`src/rtl/irq_pkg.sv`:
```
// Shared types and constants for the vectored interrupt controller.
package irq_pkg;

   localparam int unsigned MAX_SRC        = 8;
   localparam int unsigned ID_W           = 3;
   localparam logic [31:0] VEC_BASE_DEF   = 32'h0000_0020;
   localparam int unsigned VEC_STRIDE_DEF = 4;

   typedef enum logic [1:0] {
      IDLE    = 2'd0,
      REQ     = 2'd1,
      SERVICE = 2'd2
   } irq_state_e;

   // Index of the lowest set bit; all-ones index when nothing is set.
   function automatic logic [ID_W-1:0] lowest_idx(input logic [MAX_SRC-1:0] vec);
      logic [ID_W-1:0] idx;
      idx = ID_W'(MAX_SRC - 1);
      for (int i = int'(MAX_SRC) - 1; i >= 0; i--) begin
         if (vec[i]) idx = ID_W'(i);
      end
      return idx;
   endfunction

endpackage

```
`src/rtl/irq_sync_edge.sv`:
```
// Two-flop synchroniser for one raw request line plus a rising-edge detector.
module irq_sync_edge (
   input  logic clk,
   input  logic rst_n,
   input  logic i_async,
   output logic o_rise_c
);

   logic r_meta;
   logic r_sync;
   logic r_prev;

   always_ff @(posedge clk or negedge rst_n) begin
      if (!rst_n) begin
         r_meta <= 1'b0;
         r_sync <= 1'b0;
         r_prev <= 1'b0;
      end else begin
         r_meta <= i_async;
         r_sync <= r_meta;
         r_prev <= r_sync;
      end
   end

   assign o_rise_c = r_sync & ~r_prev;

endmodule

```
`src/rtl/irq_controller.sv`:
```
// Vectored fixed-priority interrupt controller with ack/EOI handshake.
// Define IRQ_NEST_EN to let a higher-priority source preempt one in service.
module irq_controller
   import irq_pkg::*;
#(
   parameter int unsigned N_SRC      = 4,
   parameter logic [31:0] VEC_BASE   = VEC_BASE_DEF,
   parameter int unsigned VEC_STRIDE = VEC_STRIDE_DEF
) (
   input  logic             clk,
   input  logic             Rst,
   input  logic [N_SRC-1:0] EX_irq,
   input  logic             I_bit,
   input  logic             INT_ack,
   input  logic             INT_eoi,
   input  logic             mask_we,
   input  logic [N_SRC-1:0] mask_wdata,
   output logic             INT_irq,
   output logic [31:0]      INT_Vector,
   output logic [2:0]       INT_id,
   output logic [N_SRC-1:0] pending,
   output logic [N_SRC-1:0] in_service
);

   irq_state_e       r_state, w_state_nxt;
   logic             r_irq, w_irq_nxt;
   logic [ID_W-1:0]  r_id, w_id_nxt;
   logic [31:0]      r_vec, w_vec_nxt;
   logic [N_SRC-1:0] r_pend, w_pend_nxt;
   logic [N_SRC-1:0] r_isr, w_isr_nxt;
   logic [N_SRC-1:0] r_mask, w_mask_nxt;
   logic [N_SRC-1:0] w_pend_clr;
   logic [N_SRC-1:0] w_rise;
   logic [N_SRC-1:0] w_elig;
   logic [N_SRC-1:0] w_id_oh;
   logic [ID_W-1:0]  w_win;
   logic [31:0]      w_win_vec;

   for (genvar g = 0; g < int'(N_SRC); g++) begin : g_sync
      irq_sync_edge u_sync (
         .clk      (clk),
         .rst_n    (Rst),
         .i_async  (EX_irq[g]),
         .o_rise_c (w_rise[g])
      );
   end

   assign w_elig    = r_pend & ~r_mask;
   assign w_win     = lowest_idx(MAX_SRC'(w_elig));
   assign w_win_vec = VEC_BASE + 32'(w_win) * 32'(VEC_STRIDE);
   assign w_id_oh   = N_SRC'(1) << r_id;

`ifdef IRQ_NEST_EN
   logic [ID_W-1:0]  w_isr_low;
   logic [N_SRC-1:0] w_isr_low_oh;
   logic [N_SRC-1:0] w_isr_after_eoi;

   // EOI retires the highest-priority handler, which is always the innermost one.
   assign w_isr_low       = lowest_idx(MAX_SRC'(r_isr));
   assign w_isr_low_oh    = N_SRC'(1) << w_isr_low;
   assign w_isr_after_eoi = r_isr & ~w_isr_low_oh;
`endif

   always_comb begin
      w_state_nxt = r_state;
      w_irq_nxt   = r_irq;
      w_id_nxt    = r_id;
      w_vec_nxt   = r_vec;
      w_isr_nxt   = r_isr;
      w_pend_clr  = '0;

      case (r_state)
         IDLE: begin
            if ((|w_elig) && !I_bit) begin
               w_state_nxt = REQ;
               w_irq_nxt   = 1'b1;
               w_id_nxt    = w_win;
               w_vec_nxt   = w_win_vec;
            end
         end
         REQ: begin
            if (INT_ack) begin
               w_pend_clr  = w_id_oh;
               w_isr_nxt   = r_isr | w_id_oh;
               w_irq_nxt   = 1'b0;
               w_state_nxt = SERVICE;
            end
         end
         SERVICE: begin
`ifdef IRQ_NEST_EN
            if (INT_eoi) begin
               w_isr_nxt = w_isr_after_eoi;
               if (w_isr_after_eoi == '0) w_state_nxt = IDLE;
            end else if ((|w_elig) && !I_bit && (w_win < w_isr_low)) begin
               w_state_nxt = REQ;
               w_irq_nxt   = 1'b1;
               w_id_nxt    = w_win;
               w_vec_nxt   = w_win_vec;
            end
`else
            if (INT_eoi) begin
               w_isr_nxt   = r_isr & ~w_id_oh;
               w_state_nxt = IDLE;
            end
`endif
         end
         default: w_state_nxt = IDLE;
      endcase

      // A fresh edge outranks the ack clear so no request is lost.
      w_pend_nxt = (r_pend & ~w_pend_clr) | w_rise;
      w_mask_nxt = mask_we ? mask_wdata : r_mask;
   end

   always_ff @(posedge clk or negedge Rst) begin
      if (!Rst) begin
         r_state <= IDLE;
         r_irq   <= 1'b0;
         r_id    <= '0;
         r_vec   <= VEC_BASE;
         r_pend  <= '0;
         r_isr   <= '0;
         r_mask  <= '0;
      end else begin
         r_state <= w_state_nxt;
         r_irq   <= w_irq_nxt;
         r_id    <= w_id_nxt;
         r_vec   <= w_vec_nxt;
         r_pend  <= w_pend_nxt;
         r_isr   <= w_isr_nxt;
         r_mask  <= w_mask_nxt;
      end
   end

   assign INT_irq    = r_irq;
   assign INT_Vector = r_vec;
   assign INT_id     = r_id;
   assign pending    = r_pend;
   assign in_service = r_isr;

endmodule

```
`config.mk`:
```
export PLATFORM = sky130hd
export DESIGN_NAME = irq_controller
export DESIGN_NICKNAME = d
export VERILOG_FILES = /design/src/rtl/irq_pkg.sv /design/src/rtl/irq_sync_edge.sv /design/src/rtl/irq_controller.sv
export SDC_FILE = /design/constraint.sdc
export NUM_CORES = 1
export LEC_CHECK = 0
export ABC_AREA = 1
export BUFFER_PORTS_ARGS = -buffer_cell sky130_fd_sc_hd__buf_2
export CORE_MARGIN = 4
export CORE_UTILIZATION = 45
export CTS_CLUSTER_DIAMETER = 100
export CTS_CLUSTER_SIZE = 14
export DETAILED_ROUTE_END_ITERATION = 10
export PLACE_DENSITY = 0.85
export SETUP_SLACK_MARGIN = 0.02
export SYNTH_ARGS = -nofsm -noshare
export SYNTH_HDL_FRONTEND = slang
export SYNTH_SLANG_ARGS = --single-unit
```
`constraint.sdc`:
```
create_clock -name clk -period 2.9 [get_ports clk]
set_input_delay 0.29 -clock clk [delete_from_list [all_inputs] [get_ports clk]]
set_output_delay 0.29 -clock clk [all_outputs]
set_load 0.02 [all_outputs]
```
==> results of run 1 <==
logic make-up (layout without fill, tap and decap cells):
| group | after synthesis | in the layout | synth area share [%] |
|---|---|---|---|
| flops | 30 | 30 | 56.66 |
| other cells | 2 | 29 | 0.5668 |
| buf+inv | 46 | 51 | 22.10 |
| simple gates | 46 | 46 | 14.92 |
| compound gates | 14 | 14 | 5.761 |
power breakdown:
part / switching [mW] / leakage (nW) / internal, mW
Sequential: 0.0652 / 0.348 / 0.503
Clock: 0.137 / 0.0353 / 0.117
Combinational: 0.267 / 0.410 / 0.116
cell type report:
| type | instances | area (sq um) |
|---|---|---|
| clock inverters | 1 | 5.005 |
| flip-flops and latches | 30 | 750.7 |
| clock buffers | 7 | 55.05 |
| repair buffers | 29 | 150.1 |
| multi-input cells | 89 | 382.9 |
| well taps | 31 | 38.79 |
| fillers | 274 | 1346 |
| inverters | 14 | 52.55 |
synth_stat cells:
library cell | number | share of area, %
buf_4 | 32 | 18
nand2_1 | 31 | 8.8
dfrtp_1 | 30 | 57
inv_1 | 14 | 4.0
o21ai_0 | 12 | 4.5
nand3_1 | 6 | 2.3
or2_1 | 3 | 1.4
conb_1 | 2 | 0.57
nand4_1 | 2 | 0.94
nor2_1 | 2 | 0.57
and2_2 | 1 | 0.57
nor3_1 | 1 | 0.38
o21ai_2 | 1 | 0.66
o31ai_1 | 1 | 0.57
layer usage:
layer / routed length [um] / share of wire (%) / GRT usage [%]
met1: 833 / 38 / 13.27
met2: 1119 / 51 / 18.01
met3: 215 / 9.9 / 5.946
met4: 7 / 0.32 / 4.775
met5: 0 / 0 / 0
path summary, 6_finish.rpt:
path | startpoint | to | slack, ns | depth (start not counted)
worst max-delay path | INT_Vector[2] | INT_id[0] | 1.64 | 1
worst min-delay path | EX_irq[3] | g_sync[3].u_sync.r_meta | 0.07 | 1
worst max register to register | r_state[0] | INT_Vector[4] | 1.67 | 3
worst min register to register | g_sync[0].u_sync.r_meta | g_sync[0].u_sync.r_sync | 0.35 | 0
max in group asynchronous | Rst | INT_Vector[2] | 1.95 | 2
min in group asynchronous | Rst | async pin | 0.53 | 2
per-stage QoR:
step / hold WS [ns] / cells / util [%] / total power, mW
6_report: 0.07027 / 201 / 51.60 / 1.206
5_1_grt: 0.03581 / 201 / 51.60 / 1.297
4_1_cts: 0.04965 / 201 / 51.60 / 1.222
3_5_place_dp: 0.3356 / 192 / 49.08 / 0.9604
3_3_place_gp: 0.3311 / 192 / 49.08 / 0.9475
2_1_floorplan: -0.005591 / 165 / - / 0.8691
==> results.toml, run 1 <==
[status]
status = "completed"

[timing]
setup_viol = 0
fin_crit_sh_pct = 43.53
worst_clock_skew_ns = 0.005923
final_hold_viol_count = 0
final.setup.tns_ns = 0
period_needed_ns = 1.262
final_max_slew_viol_count = 0
worst_slack_ns = 1.638
fmax_ghz = 0.7922
worst_pin_slew_ns = 0.6456
rsz0062_at_grt = "no"
slew_headroom_pct = 56.96

[floorplanning]
die_w_um = 62.27
core_area_sq_mm = 0.002781
num_rows = 19
ios = 58
start_util_pct = 47.64
dieArea_sq_mm = 0.003877
die_h_um = 62.27

[synth]
yosys_warnings = 0
syn_avg_cell_area_sq_um = 9.602
synth-seq-area-share_pct = 56.66
ys_seq_elements = 30
ys_types = 14
syn-cell-area_sq_mm = 0.001325
synthCells = 138

[detailed_routing]
drt_pass1_iterations = 4
wl_per_cell_um = 10.83
viasPerCell = 4.428
ant_nets = 0
wirelength_mm = 2.176
vias = 890
drtIter0Drc = 16
drcViolationCount = 0

[worst_hold_path]
min_path_type = "in -> reg"

[setup_path]
cp_max_fo = 6
end_kind = "output port"
critPathSlowestCell = "dfrtp_1"
crit_family = "flip-flops"
timing.critical_path.cells = "buf_2"
crit_required_ns = 2.61
crit_buf_inv = 1
slowest_delay_ns = 0.45
critPathKind = "reg -> out"
cp.arrival_ns = 0.97
start_kind = "flip-flop"

[global_route]
antenna_found_initial = 0
grt_use_total_pct = 11.54
grt_start_max_net_pins = 31
grt_pass1_wl_mm = 3.477
grt_pass1_vias = 803
grt-ovfl-total = 0

[place]
place_ws_ns = 1.692
hpwl_mm = 1.652
portBuffers = 28
post_dp_cell_area_sq_mm = 0.001365
place.gp.congestion = 0.8461

[cells_and_area]
layout_common_cells = "nand2_1, dfrtp_1, conb_1"
nets = 183
syn2layout_area_growth_pct = 8.310
antenna_cells = 0
layout_commonest_cell = "nand2_1"
drive_above_1_share_pct = 21.76
fin_area_sq_mm = 0.001435

[clock_tree]
cts_resized = 0
clk_latency_ns = 0.32
cts_buffer_depth = 2
post-cts-setup-buffer-count = 0
cts_tree = "yes"
cts_num_sinks = 30
cts_made_buffers = 5
clkSlewWorstSetupHoldPaths_ns = 0.09
root_buffer = "clkbuf_4"
htreeDepth = 2
cts_hold_buf = 1

[power]
peakVddDrop_v = 0.0005120
p_per_area_mw_per_mm2 = 840.1
leakage_nw = 0.7939

[flow_run]
drv_cap = 0
No activity file was read; power rests on OpenSTA's default activity.
==> run 2, diff against run 1 <==
--- a/config.mk
+++ b/config.mk
@@ -5,14 +5,14 @@
 export SDC_FILE = /design/constraint.sdc
 export NUM_CORES = 1
 export LEC_CHECK = 0
-export ABC_AREA = 1
+export ABC_AREA = 0
 export BUFFER_PORTS_ARGS = -buffer_cell sky130_fd_sc_hd__buf_2
 export CORE_MARGIN = 4
 export CORE_UTILIZATION = 45
 export CTS_CLUSTER_DIAMETER = 100
 export CTS_CLUSTER_SIZE = 14
 export DETAILED_ROUTE_END_ITERATION = 10
-export PLACE_DENSITY = 0.85
+export PLACE_DENSITY = 0.84
 export SETUP_SLACK_MARGIN = 0.02
 export SYNTH_ARGS = -nofsm -noshare
 export SYNTH_HDL_FRONTEND = slang
==> constraint.sdc (replaced) <==
create_clock -name clk -period 1.2 [get_ports clk]
set_input_delay 0.12 -clock clk [delete_from_list [all_inputs] [get_ports clk]]
set_output_delay 0.12 -clock clk [all_outputs]
set_load 0.02 [all_outputs]
==> run 2 against run 1 <==
Via count shrank 1.1%. Combinational power grew to 3.2 times the previous value. First-iteration DRC count is the same.
==> results.toml, run 2 <==
[clock_tree]
htreeDepth = 2
root_buffer = "clkbuf_4"
post-cts-setup-buffer-count = 0
clkSlewWorstSetupHoldPaths_ns = 0.10
cts_made_buffers = 5
cts_buffer_depth = 2
cts_tree = "yes"
cts_num_sinks = 30
clk_latency_ns = 0.33

[detailed_routing]
drtIter0Drc = 16
wl_per_cell_um = 13.01
vias = 880
wirelength_mm = 2.446
drt_pass1_iterations = 4
viasPerCell = 4.681
ant_nets = 0
drcViolationCount = 0

[setup_path]
crit_family = "flip-flops"
timing.critical_path.cells = "nor3_4 > o41ai_4 > and2_1"
cp_max_fo = 8
cp.depth = 3
slowest_delay_ns = 0.48
critPathSlowestCell = "dfrtp_2"
cp.arrival_ns = 1.43
end_kind = "flip-flop"
critPathKind = "reg -> reg"
reg2regPathDepth = 3
crit_required_ns = 1.43
start_kind = "flip-flop"
crit_buf_inv = 0

[floorplanning]
num_rows = 19
die_w_um = 63.18
core_area_sq_mm = 0.002829
start_util_pct = 48.43
die_h_um = 63.18
ios = 58
dieArea_sq_mm = 0.003991

[synth]
ys_seq_elements = 30
synthCells = 117
ys_async_sr_fraction_pct = 100.0
synthFlopType = "dfrtp_1"
yosys_warnings = 0
syn-cell-area_sq_mm = 0.001370
synth_top_area_share_pct = 54.79
synth_most_common_cell = "buf_4"
yosys.area.top_type = "dfrtp_1"
ys_types = 27
syn_avg_cell_area_sq_um = 11.71
synth-seq-area-share_pct = 54.79
synth-edff-count = 0
synth.top_cells.by_area = "dfrtp_1, buf_4, mux2_2"
synth_commonest_cells = "buf_4, dfrtp_1, nand2_1, inv_1, o21ai_0"

[place]
hpwl_mm = 1.851
portBuffers = 28
place.gp.congestion = 0.8094

[cells_and_area]
nFillCells = 257
multi_input_area_sq_um = 488.0
ff_latch_area_sq_um = 758.2
antenna_cells = 0
nets = 170
layout_commonest_cell = "conb_1"
layout_common_cells = "conb_1, buf_2, dfrtp_1"
drive_above_1_share_pct = 35.03
syn2layout_area_growth_pct = 17.35

[global_route]
grt_pass1_wl_mm = 4.002
busiest_layer = "met2"
use_met2_pct = 20.29
grt_pass1_vias = 861
grt-ovfl-total = 0
grt_start_max_net_pins = 18
grt_util_met1_pct = 15.81
antenna_found_initial = 0
grt_use_total_pct = 12.89
grtUsageMet3_pct = 6.394

[status]
status = "completed"

[timing]
period_needed_ns = 1.196
setup_viol = 0
final_max_slew_viol_count = 0
rsz0062_at_grt = "yes"
worst_clock_skew_ns = 0.01489
fmax_ghz = 0.8363
fin_crit_sh_pct = 99.64
final.setup.tns_ns = 0
final_hold_viol_count = 0

[power]
peakVddDrop_v = 0.001131
leakage_nw = 0.8100
p_per_area_mw_per_mm2 = 2070
power_mw = 3.329

[flow_run]
drv_cap = 0

[worst_hold_path]
holdPathStages = 2
min_path_type = "in -> reg"
[run 2: cell type report]
cell class / instances / area share (%)
well taps: 31 / 2.412
multi-input cells: 77 / 30.35
flip-flops and latches: 30 / 47.16
inverters: 5 / 1.167
clock buffers: 7 / 3.424
clock inverters: 1 / 0.3113
repair buffers: 37 / 15.18
[run 2: kinds of logic after synthesis]
logic type             after synthesis  share of synthesized area (%)
multiplexers                         4                          3.287
buffers and inverters               37                          18.90
AND/OR/NAND/NOR                     27                          13.24
AO/OA/AOI/OAI                       17                          9.223
flip-flops                          30                          54.79
other                                2                         0.5481
[run 2: path summary, 6_finish.rpt]
kind | start | to | slack, ns
worst max-delay path | r_state[1] | INT_Vector[4] | 0.004
worst min-delay path | mask_wdata[3] | r_mask[3] | 0.02
worst max register to register | r_state[1] | INT_Vector[4] | 0.004
worst min register to register | g_sync[1].u_sync.r_meta | g_sync[1].u_sync.r_sync | 0.35
max in group asynchronous | Rst | g_sync[3].u_sync.r_prev | 0.52
min in group asynchronous | Rst | INT_Vector[4] | 0.26
[run 2: where the power goes]
part / internal (mW) / total, mW / switching [mW]
Clock: 0.284 / 0.624 / 0.341
Combinational: 0.504 / 1.22 / 0.719
Sequential: 1.26 / 1.48 / 0.224
Total: 2.04 / 3.33 / 1.28
[run 2: per-layer routing]
layer  vias up  wire length (um)
met5         -                 0
met4         0                25
met3         3               264
met2        48              1143
met1       423              1012
li1        406                 -
[run 2: what timing repair did]
| action | 4_1_cts | 5_1_grt |
|---|---|---|
| pin swaps | 3 | 1 |
| gates resized for setup | 2 | 9 |
| hold buffers | 7 | 0 |
| endpoints found under the hold margin | 22 | 0 |
| setup endpoints to repair | 6 | 17 |
[run 2: stage by stage]
step	hold slack, ns	util [%]	setup WS, ns	instances	cell area, sq um
floorplan	-0.1756	-	0.02020	144	1479
detailed placement	0.08038	51.08	-0.005022	173	1445
CTS	0.008447	56.13	0.02461	188	1588
global placement	0.06270	51.08	0.05114	173	1445
global route	0.009924	56.83	-0.04632	188	1608
finish	0.02398	56.83	0.004319	188	1608
==> run 3, diff against run 2 <==
--- a/config.mk
+++ b/config.mk
@@ -5,14 +5,14 @@
 export SDC_FILE = /design/constraint.sdc
 export NUM_CORES = 1
 export LEC_CHECK = 0
-export ABC_AREA = 0
+export ABC_AREA = 1
 export BUFFER_PORTS_ARGS = -buffer_cell sky130_fd_sc_hd__buf_2
 export CORE_MARGIN = 4
 export CORE_UTILIZATION = 45
 export CTS_CLUSTER_DIAMETER = 100
 export CTS_CLUSTER_SIZE = 14
 export DETAILED_ROUTE_END_ITERATION = 10
-export PLACE_DENSITY = 0.84
+export PLACE_DENSITY = 0.85
 export SETUP_SLACK_MARGIN = 0.02
 export SYNTH_ARGS = -nofsm -noshare
 export SYNTH_HDL_FRONTEND = slang
==> run 3 against run 2 <==
Die area decreased by 2.9%. Critical path depth increased by 1. Maximum frequency increased by 4.0%. Global-route usage decreased by 0.44 points. Non-clock buffer count increased by 3. Utilization decreased by 1.3 points. Hold slack got worse by 0.010 ns. Setup slack improved by 0.046 ns. Combinational power decreased by 14%. Total power decreased by 11%. Sequential share of layout area increased by 1.6 points. Clock power decreased by 16%. Largest power group unchanged.
==> results.toml, run 3 (synthesis gave the netlist of run 1 again) <==
[status]
status = "completed"

[place]
place.gp.congestion = 0.8045
portBuffers = 28
hpwl_mm = 1.724

[detailed_routing]
wl_per_cell_um = 11.02
wirelength_mm = 2.325
drcViolationCount = 0
drt_pass1_iterations = 4
ant_nets = 0
viasPerCell = 4.313
drtIter0Drc = 27
vias = 910

[setup_path]
slowest_delay_ns = 0.39
r2r-start = "r_state[0]"
cp.arrival_ns = 1.37
critPathKind = "reg -> reg"
cp_max_fo = 5
end_kind = "flip-flop"
critPathSlowestCell = "dfrtp_1"
r2r_slack_ns = 0.05
cp-startpoint = "r_state[0]"
start_kind = "flip-flop"
timing.critical_path.cells = "buf_4 > nor3_4 > o21ai_2 > and2_2"
crit_buf_inv = 1
crit_required_ns = 1.42
crit_family = "flip-flops"

[clock_tree]
cts_num_sinks = 30
cts_tree = "yes"
cts_made_buffers = 5
clk_latency_ns = 0.32
cts_buffer_depth = 2
clkSlewWorstSetupHoldPaths_ns = 0.08
root_buffer = "clkbuf_4"
htreeDepth = 2

[cells_and_area]
layout_commonest_cell = "nand2_1"
syn2layout_area_growth_pct = 16.52
nFillCells = 263
antenna_cells = 0
nets = 194
drive_above_1_share_pct = 26.11
final_util_pct = 55.51
layout_common_cells = "nand2_1, conb_1, dfrtp_1"

[power]
seq_power_share_pct = 46.8
leakage_nw = 0.8397
p_per_area_mw_per_mm2 = 1921
power.net_switching_mw = 1.161
p_int_mw = 1.805
switching_share_pct = 39.14
combinationalPowerShare_pct = 35.5
peakVddDrop_v = 0.001159
clock_power_share_pct = 17.7

[timing]
period_needed_ns = 1.150
hold-worst-slack_ns = 0.01368
rsz0062_at_grt = "yes"
setup_viol = 0
final_hold_viol_count = 0
final_max_slew_viol_count = 0
final.setup.tns_ns = 0
fin_crit_sh_pct = 95.83
fmax_ghz = 0.8696
worst_clock_skew_ns = 0.003435

[global_route]
grt-ovfl-total = 0
grt_pass1_vias = 847
antenna_found_initial = 0
grt_use_total_pct = 12.45
grt_start_max_net_pins = 31
grt_pass1_wl_mm = 3.822

[floorplanning]
ios = 58
die_h_um = 62.27
core_area_sq_mm = 0.002781
die_w_um = 62.27
num_rows = 19
dieArea_sq_mm = 0.003877
start_util_pct = 47.64

[worst_hold_path]
min_path_type = "in -> reg"
hp-start = "INT_ack"

[flow_run]
drv_cap = 0
-- run 3: cell types whose count changed in the layout (fill, tap and decap cells not counted), sizes merged, moves of 4 or more --
| cell | delta |
|---|---|
| mux2 | -4 |
| nand2 | +21 |
| inv | +9 |
| o21ai | +7 |
| a22o | -4 |
| nor2b | -5 |
| nand3 | +6 |
-- run 3: path summary, 6_finish.rpt --
check                                     endpoint  cells past startpoint
setup / recovery                     INT_Vector[4]                      4
hold / removal                          r_state[0]                      2
setup reg to reg                     INT_Vector[4]                      4
hold reg to reg            g_sync[3].u_sync.r_sync                      0
max in group asynchronous            INT_Vector[3]                      3
min in group asynchronous  g_sync[2].u_sync.r_sync                      3
-- run 3: cell type report --
class / count / area, sq um / share of cell area (%)
clock buffer: 5 / 37.54 / 2.431
clock inverter: 2 / 10.01 / 0.6483
inverter: 14 / 52.55 / 3.404
multi-input combinational: 89 / 399.1 / 25.85
sequential: 30 / 753.2 / 48.78
tap: 31 / 38.79 / 2.512
timing repair buffer: 40 / 252.7 / 16.37
-- run 3: metal layers --
metal / wire, um / part of all wire [%] / vias to the layer above / global-route usage [%]
li1: - / - / 448 / -
met5: 0 / 0 / - / 0
met4: 35 / 1.5 / 0 / 3.979
met3: 196 / 8.4 / 6 / 5.586
met2: 1182 / 51 / 34 / 19.95
met1: 910 / 39 / 422 / 14.90
-- run 3: repair_timing --
item	in CTS	in global routing
resized for setup	1	8
pin swaps	0	3
hold endpoints to repair	36	1
setup buffers	0	2
hold buffers	7	1
endpoints found under the setup margin	1	9
-- run 3: power groups by stage --
stage	Clock (mW)	Sequential, mW	Combinational [mW]
after global placement	0	1.39	0.939
after detailed placement	0	1.40	0.958
after global routing	0.598	1.43	1.18
after floorplan	0	1.54	0.558
final	0.525	1.39	1.05
after CTS	0.553	1.39	0.987
-- run 3: worst reg2reg max path: cells and delay by family, from the launching register on --
kind	cells	cell delay [ns]
flops	1	0.39
compound gates	1	0.12
simple gates	2	0.39
buf+inv	1	0.15
-- run 3: stage by stage --
stage,area [sq um],std cells,power (mW),setup slack [ns]
finish,1544,211,2.965,0.04999
global route,1544,211,3.209,0.005898
CTS,1510,209,2.925,0.02331
detailed placement,1388,195,2.356,0.02359
global placement,1388,195,2.326,0.04384
floorplan,1426,165,2.100,0.08733
